### src/rtl/fetch_redirect_if.sv
// IF-stage port bundle: branch-unit redirect, hazard stall, instruction memory and IF/ID outputs.
interface fetch_redirect_if;
  logic        nextPcSrc;
  logic [31:0] aluRes;
  logic        stall;
  logic [31:0] imemInst;
  logic [31:0] imemAddr;
  logic [31:0] pcD;
  logic [31:0] pcInc4D;
  logic [31:0] instD;
  logic        validD;
  logic        flushEx;
  logic        fetchFault;
  logic [31:0] redirectCount;

  modport master (
    output nextPcSrc, aluRes, stall, imemInst,
    input  imemAddr, pcD, pcInc4D, instD, validD, flushEx, fetchFault, redirectCount
  );

  modport slave (
    input  nextPcSrc, aluRes, stall, imemInst,
    output imemAddr, pcD, pcInc4D, instD, validD, flushEx, fetchFault, redirectCount
  );
endinterface

### src/rtl/fetch_redirect_unit.sv
// IF stage: owns the PC and IF/ID register, applies redirects/stalls/flushes, traps misaligned targets.
//
// state | meaning
// RUN   | normal fetch, redirects and stalls honoured
// FAULT | misaligned redirect seen; fetch frozen until reset
module fetch_redirect_unit #(
  parameter logic [31:0] RESET_PC = 32'h0000_0000,
  parameter logic [31:0] NOP_INST = 32'h0000_0013
) (
  input  logic            clk,
  input  logic            rst_n,
  fetch_redirect_if.slave bus
);

  typedef enum logic {RUN, FAULT} state_t;

  state_t      state;
  logic [31:0] pc;
  logic [31:0] pc_d;
  logic [31:0] pc_inc4_d;
  logic [31:0] inst_d;
  logic        valid_d;
  logic        fault;
  logic [31:0] redirect_cnt;
  logic [31:0] pc_inc4;

  assign pc_inc4 = pc + 32'd4;

  always_ff @(posedge clk or negedge rst_n) begin
    if (!rst_n) begin
      state        <= RUN;
      pc           <= RESET_PC;
      pc_d         <= 32'h0;
      pc_inc4_d    <= 32'h0;
      inst_d       <= NOP_INST;
      valid_d      <= 1'b0;
      fault        <= 1'b0;
      redirect_cnt <= 32'h0;
    end else begin
      case (state)
        RUN: begin
          if (bus.nextPcSrc) begin
            // Redirect beats stall; the wrong-path IF instruction is killed either way.
            inst_d  <= NOP_INST;
            valid_d <= 1'b0;
            if (bus.aluRes[1:0] != 2'b00) begin
              fault <= 1'b1;
              state <= FAULT;
            end else begin
              pc           <= bus.aluRes;
              redirect_cnt <= redirect_cnt + 32'd1;
            end
          end else if (!bus.stall) begin
            pc        <= pc_inc4;
            pc_d      <= pc;
            pc_inc4_d <= pc_inc4;
            inst_d    <= bus.imemInst;
            valid_d   <= 1'b1;
          end
        end
        FAULT: begin
          inst_d  <= NOP_INST;
          valid_d <= 1'b0;
        end
        default: state <= FAULT;
      endcase
    end
  end

  assign bus.imemAddr      = pc;
  assign bus.pcD           = pc_d;
  assign bus.pcInc4D       = pc_inc4_d;
  assign bus.instD         = inst_d;
  assign bus.validD        = valid_d;
  assign bus.fetchFault    = fault;
  assign bus.redirectCount = redirect_cnt;
  assign bus.flushEx       = (state == FAULT) || bus.nextPcSrc;

endmodule

### src/flat_wrapper.sv
// flat-port wrapper written by rule: the top's interface ports become plain ports
module fetch_redirect_unit_flat 
#(
  parameter logic [31:0] RESET_PC = 32'h0000_0000,
  parameter logic [31:0] NOP_INST = 32'h0000_0013
)
  (clk, rst_n, bus_nextPcSrc, bus_aluRes, bus_stall, bus_imemInst, bus_imemAddr, bus_pcD, bus_pcInc4D, bus_instD, bus_validD, bus_flushEx, bus_fetchFault, bus_redirectCount);
  fetch_redirect_if bus_i ();
  input  logic clk;
  input  logic rst_n;
  input wire logic [$bits(bus_i.nextPcSrc)-1:0] bus_nextPcSrc;
  input wire logic [$bits(bus_i.aluRes)-1:0] bus_aluRes;
  input wire logic [$bits(bus_i.stall)-1:0] bus_stall;
  input wire logic [$bits(bus_i.imemInst)-1:0] bus_imemInst;
  output wire logic [$bits(bus_i.imemAddr)-1:0] bus_imemAddr;
  output wire logic [$bits(bus_i.pcD)-1:0] bus_pcD;
  output wire logic [$bits(bus_i.pcInc4D)-1:0] bus_pcInc4D;
  output wire logic [$bits(bus_i.instD)-1:0] bus_instD;
  output wire logic [$bits(bus_i.validD)-1:0] bus_validD;
  output wire logic [$bits(bus_i.flushEx)-1:0] bus_flushEx;
  output wire logic [$bits(bus_i.fetchFault)-1:0] bus_fetchFault;
  output wire logic [$bits(bus_i.redirectCount)-1:0] bus_redirectCount;
  assign bus_i.nextPcSrc = bus_nextPcSrc;
  assign bus_i.aluRes = bus_aluRes;
  assign bus_i.stall = bus_stall;
  assign bus_i.imemInst = bus_imemInst;
  assign bus_imemAddr = bus_i.imemAddr;
  assign bus_pcD = bus_i.pcD;
  assign bus_pcInc4D = bus_i.pcInc4D;
  assign bus_instD = bus_i.instD;
  assign bus_validD = bus_i.validD;
  assign bus_flushEx = bus_i.flushEx;
  assign bus_fetchFault = bus_i.fetchFault;
  assign bus_redirectCount = bus_i.redirectCount;
  fetch_redirect_unit #(.RESET_PC(RESET_PC), .NOP_INST(NOP_INST)) u_core (.clk(clk), .rst_n(rst_n), .bus(bus_i));
endmodule
### config.mk
export PLATFORM = sky130hd
export DESIGN_NAME = fetch_redirect_unit_flat
export DESIGN_NICKNAME = d
export VERILOG_FILES = /design/src/rtl/fetch_redirect_if.sv /design/src/rtl/fetch_redirect_unit.sv /design/src/flat_wrapper.sv
export SDC_FILE = /design/constraint.sdc
export NUM_CORES = 1
export LEC_CHECK = 0
export CORE_MARGIN = 4
export CORE_UTILIZATION = 45
export DETAILED_ROUTE_END_ITERATION = 12
export HOLD_SLACK_MARGIN = 0.02
export PLACE_DENSITY_LB_ADDON = 0.15
export SYNTH_ARGS = -nofsm -noshare
export SYNTH_HDL_FRONTEND = slang
export SYNTH_SLANG_ARGS = --single-unit
### constraint.sdc
create_clock -name clk -period 3.1 [get_ports clk]
set_clock_uncertainty 0.15 [all_clocks]
set_input_delay 0.465 -clock clk [delete_from_list [all_inputs] [get_ports clk]]
set_output_delay 0.465 -clock clk [all_outputs]
set_load 0.05 [all_outputs]
# ---- After elaboration in Yosys (flattened, before gate mapping)
# Index checks and enable logic that the tools add are counted.
dict set report op_classes {
  n_reduce_logical 6
  bitwise 4
  add_sub_neg 2
  mux 12
  n_eq_ne 3
}
# operator count
set op_table {}
lappend op_table {{32-bit 2-to-1 mux} 5}
lappend op_table {{32-bit case mux with 2 select lines} 1}
lappend op_table {{32-bit by 1-bit adder with 32-bit output (second input constant)} 1}
lappend op_table {{32-bit by 3-bit adder with 32-bit output (second input constant)} 1}
lappend op_table {{3-bit AND reduction} 4}
lappend op_table {{1-bit 2-to-1 mux} 5}
lappend op_table {{2-bit inequality test (second input constant)} 2}
lappend op_table {{1-bit inverter} 4}
lappend op_table {{3-bit inequality test (second input constant)} 1}
lappend op_table {{1-bit case mux with 2 select lines} 1}
lappend op_table {{2-bit nonzero test} 1}
lappend op_table {{1-bit logical OR} 1}
dict set report word_totals {
  in_bits 68
  elab_cells 35
  regBits 163
}

# ---- Logic depth before layout (Yosys ltp)
# Gate-level depths: netlist of run 1.
dict set report depth {
  depth_word 4
  depth_mapped 7
}

# ---- Worst setup path before layout of run 1
# Ideal clock, no wire load.
dict set report synth_timing {
  path_kind {reg2reg}
  from {reg u_core.pc[2] (netlist: u_core.bus.imemAddr[2])}
  to {reg u_core.pc[26] (netlist: u_core.bus.imemAddr[26])}
  t_arrival_ns 2.592
  setup_slack_ns 0.288
  setup_ns 0.070
  period_less_slack_ns 2.812
  required_time_ns 2.880
  stages_incl_launch_ff 8
  cell_sequence {dfrtp_1 ha_1 nand3_2 or4_4 buf_6 or3_4 or3_1 nand3_1}
}
dict set report synth_between {
  elab_chain_len 3
}
# item line
set synth_rtl {}
lappend synth_rtl {{from (decl)} fetch_redirect_unit.sv:18} ;# logic [31:0] pc;
lappend synth_rtl {{from (signal assigned)} fetch_redirect_unit.sv:50} ;# pc <= bus.aluRes;
lappend synth_rtl {{from (signal assigned)} fetch_redirect_unit.sv:54} ;# pc <= pc_inc4;
lappend synth_rtl {{32-bit by 3-bit adder with 32-bit output} fetch_redirect_unit.sv:27} ;# assign pc_inc4 = pc + 32'd4;
lappend synth_rtl {{32-bit 2-to-1 mux} fetch_redirect_unit.sv:53} ;# end else if (!bus.stall) begin
lappend synth_rtl {{32-bit 2-to-1 mux} fetch_redirect_unit.sv:42} ;# if (bus.nextPcSrc) begin
# No other way between the ends. The select of a mux whose other input is x is not followed.
# A chain may end at the register's enable or synchronous reset.

# ---- Worst setup path after layout of run 1
# Same ends and word-level chain as after synthesis.

==> impl_metrics.py, run 1 <==
metrics = {
    "clock_tree": {
        "root_buffer": "clkbuf_16",
        "cts_hold_buf": 1,
        "cts.htree.levels": 4,
        "cts_tree": "yes",
        "cts_buffers": 17,
        "path_clk_slew_ps": 60,
        "post_cts_buffers": 0,
        "clock_latency_ps": 420,
        "cts.path.max_buffers": 2,
        "cts_num_sinks": 161,
        "cts_resized": 0,
    },
    "detailed_routing": {
        "route.detailed.drc": 0,
        "postRouteAntennaNets": 0,
        "wire_per_inst_um": 16.90,
        "drtIter0Drc": 388,
        "first_pass_iters": 5,
        "vias": 6364,
        "routed_wl_mm": 20.49,
        "drt-vias-per-instance": 5.251,
    },
    "timing": {
        "finalMaxSlewViolations": 0,
        "slew_headroom": 0.3571,
        "fin_tns_setup_ps": 0,
        "worst_pin_slew_ps": 964.4,
        "fin_crit_ps": 2626,
        "setup_slack_ps": 474.0,
        "fmax_ghz": 0.3808,
        "fin_crit_sh": 0.8471,
        "rsz0062_at_grt": "no",
        "finalSetupViolCount": 0,
        "final-hold-violation-count": 0,
    },
    "worst_hold_path": {
        "worstHoldPathType": "in -> reg",
        "hold_depth": 3,
        "min_to": "u_core.bus.instD[0]$_DFFE_PN1P_",
        "hold_start": "bus_nextPcSrc",
    },
    "worst_setup_path": {
        "cp-start-kind": "register",
        "arrival_ps": 2830,
        "r2r-end": "u_core.bus.imemAddr[26]$_DFFE_PN0P_",
        "crit_required_ps": 3300,
        "reg2reg_slack_ps": 470,
        "critPathKind": "reg -> reg",
        "cp_max_fo": 8,
        "timing.rr.start": "u_core.bus.imemAddr[2]$_DFFE_PN0P_",
        "r2r.worst_path.cells": 6,
        "critPathCaptureType": "register",
    },
    "logic_synthesis": {
        "synth_nets": 835,
        "yosysUniqueCellTypes": 58,
        "yosysWarnings": 0,
        "synth_area_mm2": 0.007437,
        "ys_seq_area_frac": 0.5422,
        "synth-seq-cells": 161,
        "synth-async-reset-ratio": 1.000,
        "synth-edff-count": 0,
        "ys.flop_type": "dfrtp_1",
        "synth.avg_cell_area_um2": 9.722,
        "synth_cells": 765,
    },
    "global_route": {
        "antenna_found_initial": 1,
        "grt_first_pass_wirelength_mm": 33.20,
        "grt_max_degree": 74,
        "grt_pass1_vias": 6240,
        "gr-total-overflow": 0,
        "grt.total_usage": 0.2268,
    },
    "floorplan": {
        "start_util": 0.4631,
        "die-area_mm2": 0.01865,
        "dieHeight_um": 136.6,
        "std_cell_rows": 46,
        "core_mm2": 0.01606,
        "io_pins": 231,
        "die_w_um": 136.6,
    },
    "placed_design": {
        "io_buffers": 230,
        "dp_hpwl_mm": 14.61,
        "pre_cts_slack_ps": 235.0,
        "gp_congestion": 0.8467,
    },
    "cells_and_area": {
        "area_delta_synth_final_pct": 42.35,
        "layout.nets": 1053,
        "drive_gt1_frac": 0.07631,
        "antenna_cells": 0,
        "num-fill-cells": 1332,
    },
    "pwr": {
        "cellPowerDensity_mw_per_mm2": 549.8,
        "ir_drop_mv": 0.4033,
        "power.total_uw": 5820,
        "p_leak_uw": 0.004631,
    },
    "status": {
        "status": "finished, final reports clean",
    },
    "job": {
        "drv_cap": 0,
    },
}
cell usage after synthesis, types with 4 or more instances:
cell type	n	share of area
nand2_1	163	0.082
dfrtp_1	158	0.53
nor2_1	57	0.029
o21ai_0	54	0.036
clkbuf_1	42	0.021
xnor2_1	36	0.042
mux2i_1	35	0.047
nand3_1	30	0.020
nand4_1	21	0.018
xor2_1	21	0.025
a21oi_1	16	0.011
and3_1	14	0.012
a22oi_1	11	0.011
nor3_1	9	0.0061
inv_1	8	0.0040
or3_1	7	0.0059
nor4_1	6	0.0050
buf_4	5	0.0050
a31oi_1	4	0.0034
buf_2	4	0.0027
o311ai_0	4	0.0047
registers in the layout, indices dropped and copies added (netlist names):
| register | count |
|---|---|
| u_core.bus.validD | 1 |
| u_core.bus.redirectCount | 32 |
| u_core.bus.pcInc4D | 32 |
| u_core.bus.instD | 32 |
| u_core.bus.pcD | 30 |
| u_core.bus.imemAddr | 32 |
| u_core.bus.fetchFault | 1 |
| u_core.state | 1 |
per-layer routing:
| metal | vias to the layer above | track usage | part of all wire |
|---|---|---|---|
| li1 | 3054 | - | - |
| met1 | 3069 | 0.3068 | 0.43 |
| met2 | 214 | 0.3426 | 0.46 |
| met3 | 25 | 0.07831 | 0.083 |
| met4 | 2 | 0.07559 | 0.021 |
| met5 | - | 0 | 0.00063 |
power by group:
| group | total [µW] | internal [µW] | switching, µW |
|---|---|---|---|
| sequential | 2410 | 2250 | 163 |
| clock | 2130 | 1270 | 860 |
| combinational | 1280 | 458 | 825 |
final cells by class:
| type | instances | area (µm²) | area share |
|---|---|---|---|
| flip-flops and latches | 161 | 4033 | 0.3809 |
| multi-input cells | 539 | 3144 | 0.2970 |
| repair buffers | 256 | 2514 | 0.2374 |
| clock buffers | 19 | 432.9 | 0.04089 |
| well taps | 216 | 270.3 | 0.02553 |
| clock inverters | 13 | 162.7 | 0.01536 |
| inverters | 8 | 30.03 | 0.002837 |
per-stage QoR:
step | instances | util | hold slack [ps] | area, µm²
6_report | 1212 | 0.6593 | 267.9 | 10590
5_1_grt | 1212 | 0.6593 | 314.5 | 10590
4_1_cts | 1212 | 0.6593 | 258.1 | 10590
3_5_place_dp | 1179 | 0.6216 | 311.4 | 9981
3_3_place_gp | 1179 | 0.6216 | 307.5 | 9981
2_1_floorplan | 765 | - | 19.41 | 7437
cell usage in the layout (no fill, tap or decap), types with 6 or more instances in the layout:
cell type,count
clkdlybuf4s50_1,226
nand2_1,163
dfrtp_1,158
nor2_1,56
o21ai_0,54
xnor2_1,36
mux2i_1,35
nand3_1,30
buf_4,24
nand4_1,21
xor2_1,21
clkbuf_16,17
a21oi_1,16
and3_1,14
a22oi_1,11
nor3_1,9
inv_1,8
nor4_1,6
or3_1,6
worst max-delay path, stage by stage (launching register included):
cell,delay [ps]
dfrtp_1,470
ha_1,300
nand3_2,200
or4_4,610
or3_4,430
or3_1,310
nand3_1,90
kinds of logic after synthesis:
| group | share of synthesized area |
|---|---|
| AND/OR/NAND/NOR | 0.2105 |
| flip-flops | 0.5422 |
| AO/OA/AOI/OAI | 0.08934 |
| buffers and inverters | 0.03735 |
| XOR/XNOR | 0.06713 |
| multiplexers | 0.05013 |
| adder cells (fa/ha/maj) | 0.003364 |
how the worst max path moves through the flow:
| stage | start | depth (start not counted) | end |
|---|---|---|---|
| final | u_core.bus.imemAddr[2]$_DFFE_PN0P_ | 6 | u_core.bus.imemAddr[26]$_DFFE_PN0P_ |
| after global routing | u_core.bus.imemAddr[2]$_DFFE_PN0P_ | 6 | u_core.bus.pcInc4D[24]$_DFFE_PN0P_ |
| after CTS | u_core.bus.imemAddr[2]$_DFFE_PN0P_ | 6 | u_core.bus.imemAddr[26]$_DFFE_PN0P_ |
| after detailed placement | bus_aluRes[1] | 6 | u_core.bus.redirectCount[30]$_DFFE_PN0P_ |
| after global placement | bus_aluRes[1] | 6 | u_core.bus.redirectCount[28]$_DFFE_PN0P_ |
| after floorplan | u_core.bus.imemAddr[2]$_DFFE_PN0P_ | 7 | u_core.bus.imemAddr[26]$_DFFE_PN0P_ |
No activity file was read; power rests on OpenSTA's default activity.
==> run 2, diff against run 1 <==
Settings changed: CORE_UTILIZATION 45 to 43.
Clock period 3.1 ns to 2.13 ns, I/O delays scaled along.
==> impl_metrics.py, run 2 (same netlist as run 1, synthesis figures left out) <==
metrics = {
    "status": {
        "status": "finished, violations left",
        "violations": "setup timing",
    },
    "timing": {
        "finalSetupViolCount": 1,
        "fin_tns_setup_ps": -34.72,
        "setup_slack_ps": -34.72,
        "fin_crit_sh": 1.016,
        "rsz0062_at_grt": "yes",
        "fmax_ghz": 0.4620,
        "fin_crit_ps": 2165,
        "worst_pin_slew_ps": 590.9,
        "finalMaxSlewViolations": 0,
        "slew_headroom": 0.6024,
        "final-hold-violation-count": 0,
    },
    "worst_hold_path": {
        "hold_start": "bus_stall",
        "worstHoldPathType": "in -> reg",
    },
    "floorplan": {
        "dieHeight_um": 139.5,
        "io_pins": 231,
        "std_cell_rows": 47,
        "start_util": 0.4437,
        "die-area_mm2": 0.01946,
        "core_mm2": 0.01676,
        "die_w_um": 139.5,
    },
    "cells_and_area": {
        "final_cell_mix": "163 x nand2_1, 152 x clkdlybuf4s50_1, 132 x dfrtp_1",
        "utilization": 0.6689,
        "num-fill-cells": 1416,
        "drive_gt1_frac": 0.2015,
        "final_common_cell": "nand2_1",
        "area_delta_synth_final_pct": 50.74,
        "layout.nets": 1109,
    },
    "clock_tree": {
        "cts_num_sinks": 161,
        "cts_buffers": 17,
        "cts_tree": "yes",
        "cts.path.max_buffers": 2,
        "root_buffer": "clkbuf_16",
        "clock_latency_ps": 420,
        "cts.htree.levels": 4,
        "path_clk_slew_ps": 60,
    },
    "worst_setup_path": {
        "timing.rr.start": "u_core.bus.imemAddr[3]$_DFFE_PN0P_",
        "arrival_ps": 2370,
        "path_cells": "ha_4, nand3_4, or4_4, or3_4, or3_1, nand3_1",
        "crit_slowest_cell": "or4_4",
        "crit_required_ps": 2330,
        "cp-start-kind": "register",
        "critPathKind": "reg -> reg",
        "cp_max_fo": 5,
        "max_stage_delay_ps": 550,
        "reg2reg_slack_ps": -30,
        "critPathCaptureType": "register",
        "crit_start": "u_core.bus.imemAddr[3]$_DFFE_PN0P_",
    },
    "global_route": {
        "grt_pass1_vias": 6624,
        "grt_max_degree": 55,
        "grt_first_pass_wirelength_mm": 35.19,
        "antenna_found_initial": 2,
        "gr-total-overflow": 0,
        "grt.total_usage": 0.2229,
    },
    "detailed_routing": {
        "wire_per_inst_um": 16.98,
        "route.detailed.drc": 0,
        "first_pass_iters": 5,
        "vias": 6536,
        "drtIter0Drc": 363,
        "drt-vias-per-instance": 5.134,
        "postRouteAntennaNets": 0,
        "routed_wl_mm": 21.61,
    },
    "pwr": {
        "combPwrFrac": 0.236,
        "power_frac_seq": 0.396,
        "sw_frac_of_total": 0.3141,
        "power.clock.fraction": 0.368,
        "p_leak_uw": 0.005316,
        "ir_drop_mv": 0.5278,
        "cellPowerDensity_mw_per_mm2": 775.1,
        "p_int_uw": 5960,
        "switching_power_uw": 2729,
    },
    "placed_design": {
        "dp_hpwl_mm": 15.64,
        "io_buffers": 230,
        "pre_cts_slack_ps": -505.3,
        "gp_congestion": 0.8467,
    },
    "job": {
        "drv_cap": 0,
    },
}
run 2: path summary, 6_finish.rpt:
| kind | endpoint | cells after the start |
|---|---|---|
| worst max-delay path | u_core.bus.imemAddr[26]$_DFFE_PN0P_ | 6 |
| worst min-delay path | u_core.bus.pcD[21]$_DFFE_PN0P_ | 4 |
| worst max register to register | u_core.bus.imemAddr[26]$_DFFE_PN0P_ | 6 |
| worst min register to register | u_core.bus.pcD[24]$_DFFE_PN0P_ | 2 |
| max in group asynchronous | u_core.bus.instD[0]$_DFFE_PN1P_ | 3 |
| min in group asynchronous | u_core.bus.redirectCount[23]$_DFFE_PN0P_ | 2 |
run 2: per-layer routing:
| metal | wire length, µm | part of all wire | global-route usage |
|---|---|---|---|
| met2 | 10160 | 0.47 | 0.3542 |
| met4 | 404 | 0.019 | 0.07158 |
| met5 | 13 | 0.00060 | 0 |
| met3 | 1369 | 0.063 | 0.05660 |
| met1 | 9661 | 0.45 | 0.3012 |
run 2: final cells by class:
type / count / area, µm² / area share
clock buffers: 21 / 470.5 / 0.04196
diodes: 1 / 2.502 / 0.0002232
inverters: 8 / 30.03 / 0.002679
well taps: 220 / 275.3 / 0.02455
multi-input cells: 539 / 3302 / 0.2945
repair buffers: 312 / 2913 / 0.2598
clock inverters: 11 / 152.6 / 0.01362
flip-flops and latches: 161 / 4065 / 0.3626
run 2: metrics by stage:
step	area (µm²)	hold WS, ps	instances	total power (µW)
3_5_place_dp	10470	123.2	1236	5559
3_3_place_gp	10470	119.8	1236	5539
4_1_cts	11080	167.8	1269	8779
2_1_floorplan	7585	-126.1	765	4705
6_report	11210	184.3	1273	8689
5_1_grt	11210	189.4	1273	9051
run 2: repair_timing:
| action | 4_1_cts | 5_1_grt |
|---|---|---|
| hold buffers | 1 | 0 |
| endpoints found under the setup margin | 43 | 41 |
| buffers inserted | 0 | 3 |
| gates resized for setup | 33 | 28 |
| hold endpoints to repair | 40 | 0 |
| pin swaps | 3 | 10 |
run 2: power by group through the flow:
stage                     Combinational, µW  Clock (µW)  Sequential (µW)
after detailed placement               2060           0             3500
final                                  2050        3200             3440
after global routing                   2180        3390             3480
after floorplan                         461           0             4240
after global placement                 2050           0             3490
after CTS                              2060        3270             3450
run 2: worst max-delay path: cells and delay by family (launching register included):
family | cells | cell delay (ps)
AND/OR/NAND/NOR | 5 | 1400
flip-flops | 1 | 380
adder cells (fa/ha/maj) | 1 | 160
==> run 3, diff against run 2 <==
Settings changed: CORE_ASPECT_RATIO from default to 0.7, CORE_MARGIN 4 to 1.5.
==> impl_metrics.py, run 3 (same netlist as run 1, synthesis figures left out) <==
metrics = {
    "cells_and_area": {
        "multi_input_area_mm2": 0.003256,
        "num-fill-cells": 1387,
        "layout.nets": 1124,
        "area_delta_synth_final_pct": 51.61,
        "drive_gt1_frac": 0.2024,
        "final_cell_mix": "163 x nand2_1, 148 x clkdlybuf4s50_1, 132 x dfrtp_1",
        "final_common_cell": "nand2_1",
        "regArea_mm2": 0.004065,
    },
    "worst_setup_path": {
        "critPathKind": "reg -> reg",
        "cp-start-kind": "register",
        "max_stage_delay_ps": 550,
        "r2r.worst_path.cells": 6,
        "path_cells": "ha_4, nand3_4, or4_4, or3_4, or3_1, nand3_1",
        "critPathCaptureType": "register",
        "cp_max_fo": 6,
        "arrival_ps": 2370,
        "crit_slowest_cell": "or4_4",
        "crit_required_ps": 2340,
    },
    "detailed_routing": {
        "postRouteAntennaNets": 0,
        "routed_wl_mm": 21.53,
        "drtIter0Drc": 380,
        "dr_wl_met3_mm": 1.392,
        "drt-vias-per-instance": 5.077,
        "vias": 6595,
        "route.detailed.drc": 0,
        "m1WireLength_mm": 10.49,
        "top_layer": "met4",
        "wire_per_inst_um": 16.57,
        "first_pass_iters": 5,
        "route.met2.wl_mm": 9.512,
    },
    "timing": {
        "fmax_ghz": 0.4623,
        "rsz0062_at_grt": "yes",
        "slew_headroom": 0.6275,
        "fin_hold_ws_ps": 249.7,
        "fin_crit_ps": 2163,
        "finalSetupViolCount": 1,
        "fin_tns_setup_ps": -33.02,
        "fin_crit_sh": 1.016,
        "setup_slack_ps": -33.02,
        "finalMaxSlewViolations": 0,
        "final-hold-violation-count": 0,
        "worst_pin_slew_ps": 557.8,
    },
    "status": {
        "status": "finished, violations left",
        "violations": "setup timing",
    },
    "global_route": {
        "grt_max_degree": 54,
        "gr-total-overflow": 0,
        "grt_pass1_vias": 6513,
        "grt_first_pass_wirelength_mm": 34.87,
        "grt.total_usage": 0.2444,
        "antenna_found_initial": 0,
    },
    "pwr": {
        "power_frac_seq": 0.404,
        "power.clock.fraction": 0.353,
        "combPwrFrac": 0.243,
        "p_int_uw": 5810,
        "sw_frac_of_total": 0.3191,
        "p_leak_uw": 0.005447,
        "switching_power_uw": 2722,
        "cellPowerDensity_mw_per_mm2": 756.6,
        "ir_drop_mv": 0.4500,
    },
    "clock_tree": {
        "cts.path.max_buffers": 2,
        "path_clk_slew_ps": 60,
        "cts_num_sinks": 161,
        "clock_latency_ps": 430,
        "cts.htree.levels": 4,
        "root_buffer": "clkbuf_16",
        "cts_tree": "yes",
        "cts_buffers": 17,
    },
    "floorplan": {
        "core_mm2": 0.01702,
        "start_util": 0.4371,
        "die_w_um": 160.2,
        "die-area_mm2": 0.01811,
        "dieHeight_um": 113.0,
        "std_cell_rows": 40,
        "io_pins": 231,
    },
    "job": {
        "drv_cap": 0,
    },
    "placed_design": {
        "dp_hpwl_mm": 15.33,
        "gp_congestion": 0.8401,
        "pre_cts_slack_ps": -510.7,
        "io_buffers": 230,
    },
    "worst_hold_path": {
        "worstHoldPathType": "in -> async",
    },
}
-- run 3: cell types whose count changed in the layout (fill, tap and decap cells not counted), sizes merged, moves of 2 or more --
| cell | previous run | this run |
|---|---|---|
| buf | 116 | 129 |
| dlygate4sd2 | 28 | 30 |
| clkdlybuf4s50 | 152 | 148 |
| clkinvlp | 3 | 1 |
| clkinv | 3 | 5 |
| clkbuf | 21 | 23 |
| dlymetal6s2s | 15 | 19 |
-- run 3: power groups by stage --
stage	combinational, µW	clock [µW]	sequential [µW]
6_report	2070	3010	3450
5_1_grt	2190	3210	3480
4_1_cts	2070	3070	3450
3_5_place_dp	2070	0	3500
3_3_place_gp	2060	0	3500
2_1_floorplan	461	0	4240
-- run 3: timing repair --
action,4_1_cts,5_1_grt
setup endpoints to repair,40,40
hold endpoints to repair,41,0
buffers inserted,1,8
gates cloned,0,0
pin swaps,7,11
resized for setup,34,25
hold buffers,1,0
-- run 3: per-layer routing --
| metal | up-vias | GRT usage |
|---|---|---|
| met5 | - | 0 |
| met4 | 0 | 0.04860 |
| met3 | 13 | 0.06342 |
| met2 | 224 | 0.3658 |
| met1 | 3163 | 0.3597 |
| li1 | 3195 | - |
-- run 3: worst paths after layout --
kind | from | endpoint | slack [ps]
worst max-delay path | u_core.bus.imemAddr[3]$_DFFE_PN0P_ | u_core.bus.imemAddr[26]$_DFFE_PN0P_ | -30
worst min-delay path | rst_n | u_core.bus.redirectCount[6]$_DFFE_PN0P_ | 250
worst max register to register | u_core.bus.imemAddr[3]$_DFFE_PN0P_ | u_core.bus.imemAddr[26]$_DFFE_PN0P_ | -30
worst min register to register | u_core.bus.pcD[29]$_DFFE_PN0P_ | u_core.bus.pcD[29]$_DFFE_PN0P_ | 320
max in group asynchronous | rst_n | u_core.bus.imemAddr[5]$_DFFE_PN0P_ | 880
min in group clk | bus_aluRes[27] | u_core.bus.imemAddr[27]$_DFFE_PN0P_ | 290
-- run 3: layout make-up --
cell class	count	area share
Tap cell	231	0.02563
Multi-Input combinational cell	539	0.2887
Timing Repair Buffer	327	0.2711
Sequential cell	161	0.3605
Inverter	8	0.002663
Antenna cell	1	0.0002219
Clock buffer	23	0.04150
Clock inverter	9	0.009654
-- run 3: worst max-delay path, delay by kind of cell, from the launching register on --
kind / cells / cell delay (ps)
adders and majority gates: 1 / 160
DFF: 1 / 390
and+or+nand+nor: 5 / 1390
-- run 3: through the flow --
stage | util | std cells | power, µW | cell area [µm²]
floorplan | - | 765 | 4705 | 7585
global placement | 0.6210 | 1256 | 5552 | 10570
detailed placement | 0.6210 | 1256 | 5569 | 10570
CTS | 0.6546 | 1290 | 8589 | 11140
global route | 0.6625 | 1298 | 8876 | 11270
finish | 0.6626 | 1299 | 8532 | 11280
